### config.mk
export PLATFORM = sky130hd
export DESIGN_NAME = uart_rx
export DESIGN_NICKNAME = d
export VERILOG_FILES = /design/src/rtl/uart_pkg.sv /design/src/rtl/baud_tick_gen.sv /design/src/rtl/uart_rx.sv
export SDC_FILE = /design/constraint.sdc
export NUM_CORES = 1
export LEC_CHECK = 0
export BUFFER_PORTS_ARGS = -buffer_cell sky130_fd_sc_hd__clkbuf_2
export CAP_MARGIN = 40
export CORE_UTILIZATION = 32
export CTS_CLUSTER_DIAMETER = 80
export DETAILED_ROUTE_END_ITERATION = 7
export PLACE_DENSITY = 0.56
export SLEW_MARGIN = 20
export SYNTH_ARGS = -nofsm -noshare
export SYNTH_HDL_FRONTEND = slang
export SYNTH_SLANG_ARGS = --single-unit
### constraint.sdc
create_clock -name clk -period 1.9 [get_ports clk]
set_clock_uncertainty 0.15 [all_clocks]
set_input_delay 0.19 -clock clk [delete_from_list [all_inputs] [get_ports clk]]
set_output_delay 0.19 -clock clk [all_outputs]
set_load 0.03 [all_outputs]
### src/rtl/uart_pkg.sv
// rtl/uart_pkg.sv - shared UART types, constants and helpers
//
// Purpose: receive-FSM state type, idle-detect length in bit times and the
// 3-sample majority vote used by the receiver. Also imported by the TX block.
// Ports: none (package).

package uart_pkg;

  typedef enum logic [2:0] {
    IDLE,
    START,
    DATA,
    STOP,
    BRK_WAIT
  } rx_state_t;

  // Line must stay high this many bit times before rx_idle asserts.
  localparam int IDLE_BITS = 10;

  // 2-of-3 majority of three line samples.
  function automatic logic maj3(input logic [2:0] v);
    return (v[0] & v[1]) | (v[0] & v[2]) | (v[1] & v[2]);
  endfunction

endpackage

### src/rtl/baud_tick_gen.sv
// rtl/baud_tick_gen.sv - free-running oversampling tick generator
//
// Purpose: divides clk down to a 1-clk strobe at BAUD_RATE*Oversampling.
// Ports:
//   clk     in   system clock
//   rst     in   synchronous reset, active-high
//   enable  in   count enable; tick is held low while 0
//   tick    out  1-clk strobe at the oversampling rate

module baud_tick_gen #(
  parameter int CLK_FREQUENCY = 50_000_000,
  parameter int BAUD_RATE     = 115200,
  parameter int Oversampling  = 8
) (
  input  logic clk,
  input  logic rst,
  input  logic enable,
  output logic tick
);

  localparam int DIVISOR = CLK_FREQUENCY / (BAUD_RATE * Oversampling);
  // A divisor of 1 still needs a 1-bit counter to keep the code uniform.
  localparam int CW = (DIVISOR > 1) ? $clog2(DIVISOR) : 1;
  localparam logic [CW-1:0] LAST = CW'(DIVISOR - 1);

  logic [CW-1:0] cnt;

  always_ff @(posedge clk) begin
    if (rst) begin
      cnt <= '0;
    end else if (enable) begin
      cnt <= (cnt == LAST) ? '0 : cnt + 1'b1;
    end
  end

  assign tick = enable && (cnt == LAST);

endmodule

### src/rtl/uart_rx.sv
// rtl/uart_rx.sv - oversampling 8N1 UART receiver with one-entry holding register
//
// Purpose: synchronises rxd, majority-votes three samples at each bit centre,
// assembles LSB-first frames and hands bytes out through a valid/ready
// holding register. Reports framing errors, overruns and an idle line.
// Ports:
//   clk          in   system clock, all logic on posedge
//   rst          in   synchronous reset, active-high
//   rxd          in   asynchronous serial line, idle high
//   rx_data      out  received byte, valid while rx_valid=1
//   rx_valid     out  holding register full
//   rx_ready     in   consumer accept; transfer on rx_valid&&rx_ready
//   framing_err  out  1-clk pulse: stop bit voted 0
//   overrun_err  out  1-clk pulse: byte completed while holding full
//   rx_idle      out  line high for IDLE_BITS bit times since last activity

module uart_rx
  import uart_pkg::*;
#(
  parameter int CLK_FREQUENCY = 50_000_000,
  parameter int BAUD_RATE     = 115200,
  parameter int OVERSAMPLING  = 8,
  parameter int DATA_BITS     = 8
) (
  input  logic                 clk,
  input  logic                 rst,
  input  logic                 rxd,
  output logic [DATA_BITS-1:0] rx_data,
  output logic                 rx_valid,
  input  logic                 rx_ready,
  output logic                 framing_err,
  output logic                 overrun_err,
  output logic                 rx_idle
);

  localparam int OS_W     = $clog2(OVERSAMPLING);
  localparam int BIT_W    = $clog2(DATA_BITS + 1);
  localparam int IDLE_MAX = IDLE_BITS * OVERSAMPLING;
  localparam int IDLE_W   = $clog2(IDLE_MAX + 1);

  localparam logic [OS_W-1:0]   OS_HALF_LAST = OS_W'(OVERSAMPLING / 2 - 1);
  localparam logic [OS_W-1:0]   OS_LAST      = OS_W'(OVERSAMPLING - 1);
  localparam logic [BIT_W-1:0]  BIT_LAST     = BIT_W'(DATA_BITS - 1);
  localparam logic [IDLE_W-1:0] IDLE_TOP     = IDLE_W'(IDLE_MAX);
  localparam logic [IDLE_W-1:0] IDLE_PRE     = IDLE_W'(IDLE_MAX - 1);

  logic tick;

  baud_tick_gen #(
    .CLK_FREQUENCY(CLK_FREQUENCY),
    .BAUD_RATE    (BAUD_RATE),
    .Oversampling (OVERSAMPLING)
  ) u_tick (
    .clk   (clk),
    .rst   (rst),
    .enable(1'b1),
    .tick  (tick)
  );

  // Two-flop synchroniser; resets to the idle (high) line level.
  logic sync_1;
  logic rxd_s;

  always_ff @(posedge clk) begin
    if (rst) begin
      sync_1 <= 1'b1;
      rxd_s  <= 1'b1;
    end else begin
      sync_1 <= rxd;
      rxd_s  <= sync_1;
    end
  end

  // Two previous tick samples plus the current one form the vote window,
  // so a vote taken on a tick already includes that tick's sample.
  logic [1:0] hist;
  logic       vote;

  assign vote = maj3({hist, rxd_s});

  rx_state_t            state;
  logic [OS_W-1:0]      os_cnt;
  logic [BIT_W-1:0]     bit_cnt;
  logic [IDLE_W-1:0]    idle_cnt;
  logic [DATA_BITS-1:0] shreg;
  logic                 deliver;

  always_ff @(posedge clk) begin
    if (rst) begin
      state       <= IDLE;
      hist        <= 2'b11;
      os_cnt      <= '0;
      bit_cnt     <= '0;
      idle_cnt    <= '0;
      shreg       <= '0;
      deliver     <= 1'b0;
      rx_data     <= '0;
      rx_valid    <= 1'b0;
      framing_err <= 1'b0;
      overrun_err <= 1'b0;
      rx_idle     <= 1'b0;
    end else begin
      framing_err <= 1'b0;
      overrun_err <= 1'b0;
      deliver     <= 1'b0;

      if (tick) begin
        hist <= {hist[0], rxd_s};
      end

      // Holding register: a load wins over a plain accept, and an accept in
      // the load clk frees the slot so the new byte is not an overrun.
      if (deliver) begin
        if (!rx_valid || rx_ready) begin
          rx_data  <= shreg;
          rx_valid <= 1'b1;
        end else begin
          overrun_err <= 1'b1;
        end
      end else if (rx_valid && rx_ready) begin
        rx_valid <= 1'b0;
      end

      // Idle detect: only high ticks spent in IDLE count; any other state
      // restarts the measurement.
      if (state != IDLE) begin
        idle_cnt <= '0;
        rx_idle  <= 1'b0;
      end else if (tick && rxd_s && (idle_cnt != IDLE_TOP)) begin
        idle_cnt <= idle_cnt + 1'b1;
        if (idle_cnt == IDLE_PRE) begin
          rx_idle <= 1'b1;
        end
      end

      if (tick) begin
        case (state)
          IDLE: begin
            if (!rxd_s) begin
              state  <= START;
              os_cnt <= '0;
            end
          end

          // Half a bit in, confirm the start bit; a high vote means the
          // falling edge was only a glitch.
          START: begin
            if (os_cnt == OS_HALF_LAST) begin
              if (vote) begin
                state <= IDLE;
              end else begin
                state   <= DATA;
                os_cnt  <= '0;
                bit_cnt <= '0;
              end
            end else begin
              os_cnt <= os_cnt + 1'b1;
            end
          end

          DATA: begin
            if (os_cnt == OS_LAST) begin
              os_cnt <= '0;
              shreg  <= {vote, shreg[DATA_BITS-1:1]};
              if (bit_cnt == BIT_LAST) begin
                state   <= STOP;
                bit_cnt <= '0;
              end else begin
                bit_cnt <= bit_cnt + 1'b1;
              end
            end else begin
              os_cnt <= os_cnt + 1'b1;
            end
          end

          STOP: begin
            if (os_cnt == OS_LAST) begin
              os_cnt <= '0;
              if (vote) begin
                deliver <= 1'b1;
                state   <= IDLE;
              end else begin
                framing_err <= 1'b1;
                state       <= BRK_WAIT;
              end
            end else begin
              os_cnt <= os_cnt + 1'b1;
            end
          end

          // A held-low line (break) must not be re-read as new start bits.
          BRK_WAIT: begin
            if (rxd_s) begin
              state <= IDLE;
            end
          end

          default: state <= IDLE;
        endcase
      end
    end
  end

endmodule

# Word level (Yosys, flattened, before mapping)
# Index checks and enable logic that the tools add are counted.
[classes]
n_addsub = 4
eq_ne = 19
muxes = 25
bitwise_logic = 9
n_reduce_logical = 22
[ops]
columns = ["operator", "n"]
rows = [
  ["$mux 3", 11],
  ["$mux 4", 4],
  ["$pmux 3 s5", 1],
  ["$ne 2x2->1 const B", 7],
  ["$eq 3x2->1 const B", 3],
  ["$pmux 3 s3", 1],
  ["$pmux 4 s2", 1],
  ["$reduce_or 2->1", 4],
  ["$add 7x1->7 const B", 1],
  ["$eq 7x7->1 const B", 1],
  ["$ne 7x7->1 const B", 1],
  ["$reduce_and 7->1", 1],
  ["$add 6x1->6 const B", 1],
  ["$eq 3x3->1 const B", 2],
  ["$eq 6x6->1 const B", 1],
  ["$mux 1", 6],
  ["$reduce_and 2->1", 3],
  ["$reduce_bool 3->1", 2],
  ["$reduce_and 5->1", 1],
  ["$add 4x1->4 const B", 1],
  ["$eq 4x3->1 const B", 1],
  ["$not 1->1", 4],
  ["$reduce_and 4->1", 1],
  ["$reduce_bool 2->1", 2],
  ["13 further kinds", 18],
]
[totals]
regBits = 48
in_bits = 4
out_inout_bits = 12
wordCells = 94

# Depth between registers and ports, before layout
# Gate-level depths: netlist of run 1.
[depth]
word_depth = 6
depth_mapped = 8
ltp_nobuf = 7

# Hierarchy
# A second synthesis of run 1 with hierarchy kept.
[unflattened]
hier_cells = 231
area_unflattened_um2 = 2198.4
[modules_own_cells]
columns = ["module", "instances", "cells_per_inst", "area_each_um2", "seq_area_each_um2"]
rows = [
  ["uart_rx", 1, 200, 1906.8, 840.8],
  ["baud_tick_gen", 1, 31, 291.5, 120.1],
]

# Worst setup path before layout of run 1
# No wires, ideal clock.
[synth_timing]
path_type = "flip-flop to flip-flop"
start = "reg u_tick.cnt[0]"
end = "reg idle_cnt[2]"
setup_time_ns = 0.072
t_arrival_ns = 1.564
required_ns = 1.678
slack_ns = 0.114
stages_incl_launch_ff = 7
path_buffers = 1
period_less_slack_ns = 1.786
cell_sequence = "dfxtp_1 ha_1 and4b_1 buf_6 nand3_1 or4_1 a21oi_1"
[synth_between]
elab_chain_cells = 3
[synth_rtl]
columns = ["element", "line_no", "source"]
rows = [
  ["start, declared", "baud_tick_gen.sv:26", "logic [CW-1:0] cnt;"],
  ["start signal, assigned", "baud_tick_gen.sv:32", "cnt <= (cnt == LAST) ? '0 : cnt + 1'b1;"],
  ["$eq 6x6->1", "baud_tick_gen.sv:36", "assign tick = enable && (cnt == LAST);"],
  ["$logic_and 1x1->1 (2 in a row)", "uart_rx.sv:129", "end else if (tick && rxd_s && (idle_cnt != IDLE_TOP)) begin"],
  ["end signal, assigned", "uart_rx.sv:130", "idle_cnt <= idle_cnt + 1'b1;"],
  ["end, declared", "uart_rx.sv:84", "logic [IDLE_W-1:0] idle_cnt;"],
]
# No other way between the ends.
# A chain may end at the register's enable or synchronous reset.

# Worst setup path in the final report of run 1
[layout_timing]
start = "reg u_tick.cnt[1]"
end = "reg idle_cnt[6]"
# Same word-level chain as after synthesis.

==> results of run 1 <==
-- metal layers --
layer  track usage (%)  share of wire [%]  up-vias
li1                  -                  -      918
met1              17.8                 50      853
met2              19.7                 45       35
met3              2.43                3.6        4
met4              5.86                1.4        0
met5                 0                  0        -
-- repair_timing --
action | 4_1_cts | 5_1_grt
endpoints found under the setup margin | 4 | 16
pin swaps | 0 | 3
gates resized for setup | 1 | 6
hold buffers | 1 | 0
endpoints found under the hold margin | 1 | 0
-- worst reg2reg max path, cell delays in order (launching register included) --
cell and delay, ns:
sky130_fd_sc_hd__dfxtp_1 0.33, sky130_fd_sc_hd__inv_1 0.06, sky130_fd_sc_hd__ha_1 0.12, sky130_fd_sc_hd__and4b_2 0.31
sky130_fd_sc_hd__nand4_4 0.15, sky130_fd_sc_hd__or4_1 0.52, sky130_fd_sc_hd__a21oi_1 0.13
-- layout make-up --
class / instances / area, um2
clock buffers: 5 / 68.8
inverters: 12 / 45.0
well taps: 77 / 96.3
flip-flops and latches: 48 / 961
fillers: 641 / 3900
multi-input cells: 169 / 1160
repair buffers: 33 / 216
clock inverters: 3 / 42.5
-- through the flow --
stage	power (W)	setup WS, ns
after CTS	0.00182	0.0340
after detailed placement	0.00109	-0.000108
after global routing	0.00187	-0.0412
final	0.00180	0.0608
after floorplan	0.00107	0.114
after global placement	0.00109	0.0431
-- cells by family (layout without fill, tap and decap cells) --
kind of cell               Yosys count  after routing
and+or+nand+nor                     94             94
DFF                                 48             48
AOI/OAI and AO/OA                   44             44
buffers and inverters               21             53
muxes                               16             16
adders and majority gates           11             11
xor gates and xnor gates             4              4
-- sequential cells by signal, indices dropped and copies added, names as in the netlist, 2 cells and up --
name and flops:
rx_data 8, idle_cnt 7, bit_cnt 4, shreg 8, u_tick.cnt 6, state 3
os_cnt 3, hist 2
-- how the worst max path moves through the flow --
stage                                  start                  endpoint  slack (ns)  depth (start not counted)
global route        u_tick.cnt[1]$_SDFF_PP0_   bit_cnt[3]$_SDFFE_PP0P_       -0.04                          7
detailed placement  u_tick.cnt[1]$_SDFF_PP0_     shreg[5]$_SDFFE_PP0P_     -0.0001                          7
finish              u_tick.cnt[1]$_SDFF_PP0_  idle_cnt[6]$_SDFFE_PP0P_        0.06                          6
floorplan           u_tick.cnt[0]$_SDFF_PP0_  idle_cnt[2]$_SDFFE_PP0P_        0.11                          6
global placement    u_tick.cnt[1]$_SDFF_PP0_     shreg[6]$_SDFFE_PP0P_        0.04                          7
CTS                   os_cnt[0]$_SDFFE_PP0P_   bit_cnt[2]$_SDFFE_PP0P_        0.03                          6
-- synth_stat cells, drive strengths merged, types with 4 or more instances --
| cell | number |
|---|---|
| or3 | 4 |
| clkbuf | 6 |
| and4 | 4 |
| nand2 | 14 |
| nand4 | 9 |
| or4 | 4 |
| a21oi | 16 |
| mux2i | 16 |
| nor2 | 27 |
| nor4 | 4 |
| dfxtp | 48 |
| nand3 | 9 |
| inv | 12 |
| ha | 10 |
| o21ai | 14 |
-- power breakdown --
part           internal [W]  switching [W]
Clock              0.000390       0.000340
Sequential          0.00101     0.00000771
Combinational     0.0000182      0.0000298
==> insert_results.sql, run 1 <==
INSERT INTO impl_metrics (metric_group, metric, value, unit) VALUES
('pwr', 'pwr_density_cell', '693', 'nW/um2'),
('worst_setup_path', 'crit_required', '1.98', 'ns'),
('floorplan', 'die_w', '84.8', 'um'),
('pwr', 'p_leak', '1.08', 'nW'),
('synth', 'xor_xnor_cell_area_share_of_the_yosys_netlist', '1.60', '%'),
('final_layout', 'post_layout_nonfiller_instances', '347', ''),
('cts', 'tritoncts_clock_tree', 'done', ''),
('timing', 'fin_hold_ws', '0.0597', 'ns'),
('placement', 'gp_routability_congestion', '0.795', ''),
('final_layout', 'layout.cell_area.non_filler', '2590', 'um2'),
('pwr', 'worst_ir_drop_vdd', '0.349', 'mV'),
('synth', 'yosys.cell_types.count', '48', ''),
('timing', 'slew_worst_pin', '0.541', 'ns'),
('floorplan', 'core-area', '6490', 'um2'),
('timing', 'drv_slew', '0', ''),
('placement', 'dp_cells', '338', ''),
('drt', 'route.detailed.drc', '0', ''),
('synth', 'synth-simple-area-share', '24.7', '%'),
('synth', 'synth-async-reset-ratio', '0', '%'),
('synth', 'synth_mux_area_share', '7.30', '%'),
('cts', 'cts_root_buffer', 'sky130_fd_sc_hd__clkbuf_8', ''),
('cts', 'cts-htree-levels', '2', ''),
('timing', 'max_freq', '0.544', 'GHz'),
('placement', 'placed_area', '2440', 'um2'),
('synth', 'postSynthRegisterBits', '48', ''),
('worst_hold_path', 'holdPathEnd', 'rx_valid$_SDFFE_PP0P_', ''),
('grt', 'gr-total-overflow', '0', ''),
('final_layout', 'final_net_count', '283', ''),
('floorplan', 'std_cell_rows', '29', ''),
('worst_hold_path', 'hold_path.class', 'in -> reg', ''),
('drt', 'finalWirelength', '4400', 'um'),
('timing', 'hold_viol_final', '0', ''),
('worst_setup_path', 'slowest_delay', '0.52', 'ns'),
('grt', 'first_global_vias', '1659', ''),
('run', 'cap_violations', '0', ''),
('drt', 'dr.first_iter.drc_count', '96', ''),
('worst_setup_path', 'master_of_the_slowest_instance_on_the_critical_path', 'sky130_fd_sc_hd__or4_1', ''),
('drt', 'wire_per_inst', '12.7', 'um'),
('final_layout', 'most-common-layout-cells', 'sky130_fd_sc_hd__dfxtp_1, sky130_fd_sc_hd__nor2_1, sky130_fd_sc_hd__mux2i_1, sky130_fd_sc_hd__a21oi_1, sky130_fd_sc_hd__buf_4', ''),
('timing', 'finalCriticalPeriod', '1.84', 'ns'),
('timing', 'rsz_0062_raised_after_global_routing', 'yes', ''),
('worst_setup_path', 'gate_family_responsible_for_the_most_delay_along_the_worst_path', 'simple AND/OR/NAND/NOR gates', ''),
('status', 'run_status', 'finished, final reports clean', ''),
('worst_setup_path', 'ff2ff_setup_slack', '0.06', 'ns'),
('final_layout', 'layout.cells.most_common', 'sky130_fd_sc_hd__dfxtp_1', ''),
('synth', 'yosys_top_cell_by_area', 'sky130_fd_sc_hd__dfxtp_1', ''),
('cts', 'cts-root-to-sink-buffers', '2', ''),
('timing', 'finalSetupTns', '0', 'ns'),
('worst_hold_path', 'min_from', 'rx_ready', ''),
('worst_setup_path', 'end_kind', 'flop', ''),
('worst_setup_path', 'crit_buf_inv', '1', ''),
('worst_setup_path', 'worstRegToRegCells', '6', ''),
('grt', 'grt_usage', '12.9', '%'),
('cts', 'clock_insertion_delay_worst_skew', '0.29', 'ns'),
('worst_setup_path', 'r2r-end', 'idle_cnt[6]$_SDFFE_PP0P_', ''),
('final_layout', 'final_layout_size_suffix_gt1_share', '20.7', '%'),
('timing', 'maxSlewHeadroom', '63.9', '%'),
('floorplan', 'floorplan.initialDensity', '33.8', '%'),
('synth', 'yosys_warnings', '0', ''),
('floorplan', 'i_o_pin_total', '16', ''),
('drt', 'initial_drt_pass_iterations', '4', ''),
('floorplan', 'design.die.area', '7190', 'um2'),
('synth', 'synth_ff_type', 'sky130_fd_sc_hd__dfxtp_1', ''),
('cts', 'path_clk_slew', '0.09', 'ns'),
('placement', 'placement.io_buffers', '15', ''),
('synth', 'synth_compound_area_share', '12.1', '%'),
('worst_hold_path', 'whs_path_depth', '4', ''),
('timing', 'setup-violations-final', '0', ''),
('synth', 'dominant_combinational_cell_family_by_area_after_synthesis', 'simple AND/OR/NAND/NOR gates', ''),
('grt', 'grt_max_degree', '30', ''),
('timing', 'layout_worst_path_cycle_share', '96.8', '%');
Note: power is estimated with default switching activity, not from simulation.
==> run 2, diff against run 1 <==
--- a/config.mk
+++ b/config.mk
@@ -10,7 +10,7 @@
 export CORE_UTILIZATION = 32
 export CTS_CLUSTER_DIAMETER = 80
 export DETAILED_ROUTE_END_ITERATION = 7
-export PLACE_DENSITY = 0.56
+export PLACE_DENSITY = 0.5
 export SLEW_MARGIN = 20
 export SYNTH_ARGS = -nofsm -noshare
 export SYNTH_HDL_FRONTEND = slang
==> insert_results.sql, run 2 (synthesized netlist as in run 1, its figures left out) <==
INSERT INTO impl_metrics (metric_group, metric, value, unit) VALUES
('status', 'run_status', 'finished, final reports clean', ''),
('drt', 'finalWirelength', '4470', 'um'),
('final_layout', 'area_growth_syn_to_layout', '17.6', '%'),
('drt', 'route.detailed.drc', '0', ''),
('drt', 'wire_per_inst', '12.8', 'um'),
('drt', 'initial_drt_pass_iterations', '4', ''),
('cts', 'tritoncts_clock_tree', 'done', ''),
('run', 'cap_violations', '0', ''),
('floorplan', 'design.die.area', '7190', 'um2'),
('floorplan', 'floorplan.initialDensity', '33.8', '%'),
('worst_setup_path', 'crit_required', '1.98', 'ns'),
('worst_hold_path', 'hold_path.class', 'in -> reg', ''),
('final_layout', 'layout_top_registers', 'rx_data x8, shreg x8, idle_cnt x7', ''),
('timing', 'finalSetupTns', '0', 'ns'),
('timing', 'finalCriticalPeriod', '1.82', 'ns'),
('worst_setup_path', 'cp-start-kind', 'flop', ''),
('final_layout', 'layout.cells.most_common', 'sky130_fd_sc_hd__dfxtp_1', ''),
('drt', 'route.antenna.remaining_nets', '0', ''),
('final_layout', 'final_net_count', '284', ''),
('timing', 'maxSlewHeadroom', '73.0', '%'),
('pwr', 'power.total', '0.00169', 'W'),
('drt', 'viasPerCell', '5.13', ''),
('cts', 'cts-htree-levels', '2', ''),
('final_layout', 'antenna_cells_inserted', '0', ''),
('final_layout', 'post_layout_nonfiller_instances', '348', ''),
('timing', 'max_freq', '0.551', 'GHz'),
('timing', 'rsz_0062_raised_after_global_routing', 'yes', ''),
('worst_setup_path', 'slowest_delay', '0.52', 'ns'),
('floorplan', 'i_o_pin_total', '16', ''),
('cts', 'clock_sink_count', '48', ''),
('grt', 'gr-total-overflow', '0', ''),
('timing', 'hold_viol_final', '0', ''),
('timing', 'drv_slew', '0', ''),
('worst_setup_path', 'crit_chain', 'inv_1, ha_1, and4b_4, nand4_4, or4_4, a21oi_2', ''),
('timing', 'slew_worst_pin', '0.401', 'ns'),
('worst_setup_path', 'crit_cells', '6', ''),
('final_layout', 'utilization', '39.7', '%'),
('final_layout', 'final_layout_size_suffix_gt1_share', '22.9', '%'),
('worst_setup_path', 'crit_buf_inv', '1', ''),
('pwr', 'pwr_density_cell', '655', 'nW/um2'),
('worst_setup_path', 'gate_family_responsible_for_the_most_delay_along_the_worst_path', 'simple AND/OR/NAND/NOR gates', ''),
('worst_setup_path', 'critPathKind', 'reg -> reg', ''),
('cts', 'cts_root_buffer', 'sky130_fd_sc_hd__clkbuf_8', ''),
('grt', 'initial_antenna_violation_count', '0', ''),
('pwr', 'worst_ir_drop_vdd', '0.376', 'mV'),
('placement', 'dp_cells', '337', ''),
('floorplan', 'chipHeight', '84.8', 'um'),
('grt', 'grt_usage', '13.0', '%'),
('drt', 'detailroute.via_count', '1784', ''),
('placement', 'gp_routability_congestion', '0.825', ''),
('worst_setup_path', 'cp.arrival', '1.90', 'ns'),
('drt', 'dr.first_iter.drc_count', '63', ''),
('worst_setup_path', 'end_kind', 'flop', ''),
('timing', 'setup-violations-final', '0', ''),
('floorplan', 'core-area', '6490', 'um2'),
('cts', 'cts-root-to-sink-buffers', '2', ''),
('grt', 'first_global_vias', '1675', ''),
('floorplan', 'die_w', '84.8', 'um'),
('grt', 'wire_length_of_the_first_global_routing_pass', '7600', 'um'),
('grt', 'grt_max_degree', '30', ''),
('timing', 'layout_worst_path_cycle_share', '95.6', '%'),
('cts', 'clock_insertion_delay_worst_skew', '0.30', 'ns'),
('placement', 'dp_hpwl', '3130', 'um'),
('worst_setup_path', 'master_of_the_slowest_instance_on_the_critical_path', 'sky130_fd_sc_hd__or4_4', ''),
('worst_setup_path', 'cp_max_fo', '7', ''),
('final_layout', 'most-common-layout-cells', 'sky130_fd_sc_hd__dfxtp_1, sky130_fd_sc_hd__nor2_1, sky130_fd_sc_hd__buf_4', ''),
('worst_setup_path', 'worstRegToRegCells', '6', ''),
('timing', 'fin_hold_ws', '0.0522', 'ns'),
('placement', 'placement.io_buffers', '15', ''),
('cts', 'numCtsBuffers', '5', ''),
('cts', 'path_clk_slew', '0.09', 'ns'),
('pwr', 'p_leak', '1.06', 'nW'),
('worst_hold_path', 'whs_path_depth', '4', ''),
('floorplan', 'std_cell_rows', '29', '');
run 2: path summary, 6_finish.rpt:
check / start / to / slack [ns]
setup / recovery: u_tick.cnt[1]$_SDFF_PP0_ / idle_cnt[6]$_SDFFE_PP0P_ / 0.08
hold / removal: rx_ready / rx_valid$_SDFFE_PP0P_ / 0.05
setup reg to reg: u_tick.cnt[1]$_SDFF_PP0_ / idle_cnt[6]$_SDFFE_PP0P_ / 0.08
hold reg to reg: sync_1$_SDFF_PP1_ / rxd_s$_SDFF_PP1_ / 0.26
run 2: final cells by class:
cell class,count,area (um2)
Fill cell,669,3910
Timing Repair Buffer,34,220
Sequential cell,48,963
Multi-Input combinational cell,169,1160
Inverter,12,45.0
Clock buffer,5,68.8
Tap cell,77,96.3
Clock inverter,3,23.8
run 2: tightest hold or removal path, stage by stage:
cell and delay, ns:
sky130_fd_sc_hd__clkbuf_2 0.09, sky130_fd_sc_hd__inv_1 0.06, sky130_fd_sc_hd__a21oi_1 0.06, sky130_fd_sc_hd__nor2_1 0.07
run 2: metrics by stage:
stage | instance area [um2] | setup WS, ns
2_1_floorplan | 2190 | 0.114
3_3_place_gp | 2440 | -0.0560
3_5_place_dp | 2440 | -0.0952
4_1_cts | 2540 | 0.00951
5_1_grt | 2580 | -0.00908
6_report | 2580 | 0.0842
run 2: timing repair:
item,in CTS,in global routing
hold buffers,1,0
pin swaps,0,3
hold endpoints to repair,1,0
gates resized for setup,2,9
endpoints found under the setup margin,26,19
setup buffers,0,2
run 2: where the power goes:
| group | internal (W) | switching (W) |
|---|---|---|
| registers | 0.00101 | 0.00000380 |
| clock network | 0.000261 | 0.000355 |
| logic | 0.0000226 | 0.0000353 |
run 2: routing by layer:
| metal | vias up | share of wire (%) | track usage (%) |
|---|---|---|---|
| li1 | 915 | - | - |
| met1 | 844 | 54 | 17.8 |
| met2 | 18 | 42 | 20.6 |
| met3 | 7 | 2.4 | 2.63 |
| met4 | 0 | 1.3 | 4.16 |
| met5 | - | 0 | 0 |
